### config.mk
export PLATFORM = sky130hd
export DESIGN_NAME = tick_serial_tx
export DESIGN_NICKNAME = d
export VERILOG_FILES = /design/src/rtl/tick_serial_tx.sv
export SDC_FILE = /design/constraint.sdc
export NUM_CORES = 1
export LEC_CHECK = 0
export CAP_MARGIN = 10
export CORE_UTILIZATION = 54
export CTS_CLUSTER_DIAMETER = 30
export DETAILED_ROUTE_END_ITERATION = 7
export GPL_TIMING_DRIVEN = 0
export PLACE_DENSITY = 0.84
export RECOVER_POWER = 50
export SLEW_MARGIN = 20
export SYNTH_ARGS = -nofsm -noshare
export SYNTH_HDL_FRONTEND = slang
export SYNTH_SLANG_ARGS = --single-unit
### constraint.sdc
create_clock -name clk -period 3.7 [get_ports clk]
set_input_delay 0.555 -clock clk [delete_from_list [all_inputs] [get_ports clk]]
set_output_delay 0.555 -clock clk [all_outputs]
set_load 0.02 [all_outputs]
### src/rtl/tick_serial_tx.sv
// Tick-paced serial transmitter: takes a word over valid/ready and sends it framed
// as start, data LSB-first, optional even parity, then STOP_BITS stop bits.
// Each line bit lasts one period of the external 'tick' strobe.
// Optional feature macro: TICK_SERIAL_TX_PARITY_EN (adds the PARITY state).
module tick_serial_tx #(
  parameter int unsigned DATA_W    = 8,
  parameter int unsigned STOP_BITS = 1
) (
  input  logic              clk,
  input  logic              reset,
  input  logic              tick,
  input  logic [DATA_W-1:0] din,
  input  logic              din_valid,
  output logic              din_ready,
  output logic              txd,
  output logic              busy,
  output logic [2:0]        state
);

  // Wide enough for DATA_W-1 (max 15) and STOP_BITS-1.
  localparam int unsigned CntW = 4;

  typedef enum logic [2:0] {
    StIdle   = 3'd0,
    StWait   = 3'd1,
    StStart  = 3'd2,
    StData   = 3'd3,
    StParity = 3'd4,
    StStop   = 3'd5
  } state_e;

  state_e            state_q, state_d;
  logic              txd_q, txd_d;
  logic              busy_q, busy_d;
  logic [CntW-1:0]   cnt_q, cnt_d;
  logic [DATA_W-1:0] shift_q, shift_d;
  logic [DATA_W-1:0] shift_nxt;
`ifdef TICK_SERIAL_TX_PARITY_EN
  logic              parity_q, parity_d;
`endif

  assign shift_nxt = shift_q >> 1;
  assign state     = state_q;
  assign txd       = txd_q;
  assign busy      = busy_q;
  // Held low while reset is asserted even though the state already reads IDLE.
  assign din_ready = reset && (state_q == StIdle);

  // Next-state, next-line-level and datapath updates; every transition past IDLE waits on tick.
  always_comb begin
    state_d  = state_q;
    txd_d    = txd_q;
    busy_d   = busy_q;
    cnt_d    = cnt_q;
    shift_d  = shift_q;
`ifdef TICK_SERIAL_TX_PARITY_EN
    parity_d = parity_q;
`endif
    case (state_q)
      StIdle: begin
        txd_d  = 1'b1;
        busy_d = 1'b0;
        if (din_valid && din_ready) begin
          shift_d  = din;
`ifdef TICK_SERIAL_TX_PARITY_EN
          parity_d = ^din;
`endif
          busy_d   = 1'b1;
          state_d  = StWait;
        end
      end
      // Holding here until a tick aligns the start bit to a full tick period.
      StWait: begin
        if (tick) begin
          state_d = StStart;
          txd_d   = 1'b0;
        end
      end
      StStart: begin
        if (tick) begin
          state_d = StData;
          txd_d   = shift_q[0];
          cnt_d   = '0;
        end
      end
      StData: begin
        if (tick) begin
          shift_d = shift_nxt;
          if (cnt_q == CntW'(DATA_W - 1)) begin
            cnt_d   = '0;
`ifdef TICK_SERIAL_TX_PARITY_EN
            state_d = StParity;
            txd_d   = parity_q;
`else
            state_d = StStop;
            txd_d   = 1'b1;
`endif
          end else begin
            cnt_d = cnt_q + CntW'(1);
            txd_d = shift_nxt[0];
          end
        end
      end
`ifdef TICK_SERIAL_TX_PARITY_EN
      StParity: begin
        if (tick) begin
          state_d = StStop;
          txd_d   = 1'b1;
          cnt_d   = '0;
        end
      end
`endif
      StStop: begin
        if (tick) begin
          if (cnt_q == CntW'(STOP_BITS - 1)) begin
            state_d = StIdle;
            busy_d  = 1'b0;
            txd_d   = 1'b1;
            cnt_d   = '0;
          end else begin
            cnt_d = cnt_q + CntW'(1);
          end
        end
      end
      // Unused encodings fall back to a clean idle line.
      default: begin
        state_d = StIdle;
        txd_d   = 1'b1;
        busy_d  = 1'b0;
        cnt_d   = '0;
      end
    endcase
  end

  // State and registered outputs; synchronous active-low reset abandons any frame.
  always_ff @(posedge clk) begin
    if (!reset) begin
      state_q  <= StIdle;
      txd_q    <= 1'b1;
      busy_q   <= 1'b0;
      cnt_q    <= '0;
      shift_q  <= '0;
`ifdef TICK_SERIAL_TX_PARITY_EN
      parity_q <= 1'b0;
`endif
    end else begin
      state_q  <= state_d;
      txd_q    <= txd_d;
      busy_q   <= busy_d;
      cnt_q    <= cnt_d;
      shift_q  <= shift_d;
`ifdef TICK_SERIAL_TX_PARITY_EN
      parity_q <= parity_d;
`endif
    end
  end

endmodule

======== Word level (Yosys, flattened, before mapping) ========
Cells that the tools add are included.
W data, S select, Z words.
word-level totals
  bits in registers ....................... 17
  bits of input ports ..................... 12
  output and inout port bits .............. 6
operators by class
  add/subtract/negate cells ............... 1
  equality and inequality tests ........... 12
  muxes and demuxes ....................... 28
  bitwise logic cells ..................... 2
  reductions and logical operators ........ 12
operator list
  kind                   count
  $mux W3                7
  $mux W4                5
  $mux W8                2
  $pmux W4 S4            1
  $pmux W8 S2            1
  $pmux W3 S5            1
  $ne A2 B2 Y1 const B   6
  $mux W1                9
  $reduce_and A7 Y1      1
  $eq A3 B2 Y1 const B   2
  $reduce_and A3 Y1      2
  $reduce_and A5 Y1      1
  $add A4 B1 Y4 const B  1
  $eq A4 B3 Y1 const B   1
  $logic_not A4 Y1       1
  $pmux W1 S4            1
  $reduce_and A4 Y1      1
  $eq A3 B1 Y1 const B   1
  $eq A3 B3 Y1 const B   1
  $logic_not A3 Y1       1
  $pmux W1 S3            1
  $reduce_or A3 Y1       1
  $logic_and A1 B1 Y1    2
  $ne A2 B1 Y1 const B   1
  3 further kinds        4

======== Longest topological paths before layout ========
  depth in word-level cells ............... 5
  mapped depth ............................ 6

======== Worst setup path before layout ========
Ideal clock, no wire load.
  kind .................................... register to output
  from .................................... register state_q[2], in the netlist state[2]
  to ...................................... output port din_ready
  arrival time ............................ 1368 ps
  required time ........................... 3145 ps
  setup slack ............................. 1777 ps
  cell stages (with the launch flop) ...... 3
  cells stage by stage .................... dfxtp_1 buf_1 nor4_1
on the way
  word-level cells in the longest chain between the ends .. 2
ends and longest elaborated chain
  what                    RTL line  RTL
  from (decl)             32        state_e state_q, state_d;
  from (signal assigned)  138       state_q <= StIdle;
  from (signal assigned)  147       state_q <= state_d;
  $logic_not A3 Y1        47        assign din_ready = reset && (state_q == StIdle);
  $logic_and A1 B1 Y1     47
  to (decl)               14        output logic din_ready,
Every way passes these cells.

======== Worst setup path after layout ========
  from .................................... input port reset
  to ...................................... output port din_ready
on the way
  word-level cells in the longest chain between the ends .. 1
ends and longest elaborated chain
  what                 RTL line  RTL
  from (decl)          10        input logic reset,
  $logic_and A1 B1 Y1  47
Every way passes these cells.

==> metrics.md <==
| Metric | Value |
|---|---|
| Status | `completed` |
| Starting DRT DRC Count | `24` |
| Drt first pass iters | `4` |
| Via count | `905` |
| Share of cells above drive strength 1 | `slightly above 8%` |
| DIE WIDTH | `around 45 microns` |
| Die Span Y | `between 40 and 50 microns` |
| Initial core utilization | `a little under three fifths` |
| Register area | `340 sq um` |
| Core Region | `between 1500 and 2000 sq um` |
| Syn_nets | `between 100 and 150` |
| Final TNS setup | `0 ns` |
| Buffers on Ports | `17` |
| Final Critical Period | `~2.8 ns` |
| Tightest Pin Transition | `~0.5 ns` |
| Ys Warns | `0` |
| WP data required | `3.14 ns` |
| Max IR drop VDD | `0.000334 V` |
| Initial antenna violation count | `0` |
| RSZ-0062 raised after global routing | `false` |
| Synth unique cells | `40` |
| Post-Syn Area | `985 sq um` |
| P_sw | `roughly 0.24 mW` |
| GRT Util Overall | `25.3%` |
| Rows | `15` |
| Most frequent cells in the layout | `dfxtp_1 (17), nor2_1 (16), clkdlybuf4s50_1 (16)` |
| DP HPWL | `1620 microns` |
| CP Capture Type | `output pin` |
| Commonest non-fill, non-tap cell in the layout | `dfxtp_1` |
| CTS HTree Levels | `1` |
| Syn-to-layout area delta | `21.6%` |
| Multi-input gate area | `between 500 and 600 sq um` |
| Critical path class | `in -> out` |
| GPL Wtd Cong | `between 0.9 and 1` |
| Clock latency on the worst-skew pair | `0.30 ns` |
| Synthesized flop and latch total | `17` |
| Start point of the critical path | `reset` |
| Pwr/cell area | `about 530 nW/um^2` |
| Switching share of power | `between 30% and 40%` |
| Global route overflow | `0` |
| DRC Markers | `0` |
| First-pass GRT wire length | `approximately 3600 microns` |
| Maximum fanout along the worst path | `8` |
| Lkg Pwr | `0.475 nW` |
| Clk slew on worst S/H paths | `around 0.10 ns` |
| Layout Nets | `150` |
| Inserted Clock Buffers | `3` |
| Final Skew | `between 0.002 and 0.003 ns` |
| Drt via density | `about 5.7` |
| Wirelength per Cell | `about 14 microns` |
| Clock sinks | `17` |
| CP max stage delay | `0.66 ns` |
| Overall power | `0.637 mW` |
| Wirelength, routed | `approximately 2200 microns` |
| Root buf cell | `clkbuf_4` |
| Worst reg2reg path startpoint | `state[0]` |
| Final setup viols | `0` |
| Max-cap violations | `0` |
| Power share of the combinational group | `44.3%` |
| CP Launch Type | `input pin` |
| CTS max path bufs | `2` |
| Final Cycle Share | `between 70% and 80%` |
| Slew headroom | `roughly two thirds` |
| Fill count | `163` |
| Post-CTS Repair Setup Buffers | `0` |
| Critical path, cell by cell | `dlygate4sd3_1, inv_1, nor4_1, clkdlybuf4s50_1` |
| Slew Viols, Final | `0` |
| Cts hold-fix bufs | `0` |
| CP arrival | `2.27 ns` |
| IO Count | `18` |
| Seq pwr share | `between 30% and 40%` |
| Largest net degree at the start of global routing | `11` |
| Die area | `roughly 2000 sq um` |
| Clock group share of total power | `~16%` |
| Cells after Synth | `roughly 110` |
| CTS resizes | `0` |
| Fmax | `between 300 and 400 MHz` |
| CTS tree | `built` |
| Endpoints failing hold | `0` |
| Number of global-route vias before repair | `slightly above 800` |
| Worst Hold Launch | `shift_q[7]` |
| Hold Crit Class | `reg -> reg` |
| Slowest-stage cell, CP | `clkdlybuf4s50_1` |
| P_int | `between 0.3 and 0.4 mW` |
| Register area share after synthesis | `34.6%` |
| ANT nets after route | `0` |
| ANT cells | `0` |
| Post-synthesis average cell area | `~8.6 sq um` |
flip-flops by register name (all words and copies together) (netlist names):
name and count:
cnt_q 4, shift_q 8, busy 1, txd 1, state 3
critical path, delay by kind of cell:
kind | cells | cell delay [ns]
buffers and inverters | 3 | 1.48
and+or+nand+nor | 1 | 0.23
power groups by stage:
stage	clock, mW	sequential [mW]	combinational [mW]
floorplan	0	0.268	0.183
global placement	0	0.253	0.279
detailed placement	0	0.255	0.286
CTS	0.104	0.251	0.289
global route	0.110	0.255	0.310
finish	0.104	0.251	0.282
layout make-up:
cell class / instances / share of cell area (%)
plain buffers: 6 / 2.40
inverters: 3 / 0.940
multi-input cells: 88 / 49.2
well taps: 25 / 2.61
clock buffers: 4 / 2.19
repair buffers: 17 / 14.2
flip-flops and latches: 17 / 28.4
final timing paths:
check / slack [ns] / depth (start not counted) / endpoint
hold reg to reg: 0.47 / 2 / shift_q[7]
setup / recovery: 0.87 / 4 / din_ready
setup reg to reg: 1.70 / 6 / shift_q[6]
hold / removal: 0.47 / 2 / shift_q[7]
Yosys cell counts:
cell type	count	share of area, %
and3b_4	1	1.3
nor3b_4	1	1.9
mux2i_1	8	8.1
or4_1	1	0.76
o21a_1	1	0.76
nand2b_1	3	1.9
xor2_1	1	0.89
ha_1	2	2.5
nor2_1	16	6.1
inv_1	2	0.76
inv_2	1	0.38
buf_1	1	0.38
nand4b_1	1	0.89
a21oi_4	1	1.7
o21ai_1	1	0.51
clkbuf_1	1	0.38
dfxtp_1	17	35
nand3b_1	2	1.5
nor4_1	1	0.64
buf_4	2	1.5
o22ai_4	1	2.0
o221ai_1	1	0.89
a2111oi_0	1	0.89
buf_2	2	1.0
o22a_2	1	1.0
nand3_1	7	3.6
a31oi_1	2	1.3
a21oi_1	6	3.0
or2_1	1	0.64
nand2_1	10	3.8
o31a_1	1	0.89
o22ai_1	1	0.64
a211oi_1	7	5.3
nor2b_1	1	0.64
a2bb2oi_1	1	0.89
nand4bb_1	1	1.1
o21ai_0	3	1.5
nor3b_1	1	0.76
nand3b_4	1	2.0
nor3_1	1	0.51
metrics by stage:
step	worst slack [ns]	hold slack [ns]	utilization, %	cell area [sq um]	cells
2_1_floorplan	1.78	0.428	-	985	114
6_report	0.872	0.472	69.3	1200	160
3_5_place_dp	1.02	0.460	68.7	1190	156
4_1_cts	1.02	0.476	70.2	1210	160
5_1_grt	0.762	0.508	69.3	1200	160
3_3_place_gp	1.04	0.440	68.7	1190	156
layer usage:
layer  vias to the layer above  wire length [microns]  GRT usage [%]  part of all wire [%]
met5                         -                      0              0                     0
met4                         0                     16           10.9                  0.72
met2                        21                   1110           41.8                    50
li1                        454                      -              -                     -
met3                         3                     72           6.00                   3.3
met1                       427                   1020           31.7                    46
logic make-up (layout without fill, tap and decap cells):
family / count (synthesis) / in the layout / synth area share (%)
simple gates: 49 / 49 / 28.1
compound gates: 28 / 28 / 21.3
flops: 17 / 17 / 34.6
buf+inv: 9 / 30 / 4.45
mux: 8 / 8 / 8.13
fa+ha+maj: 2 / 2 / 2.54
xor+xnor: 1 / 1 / 0.890
No activity file was read; power rests on OpenSTA's default activity.
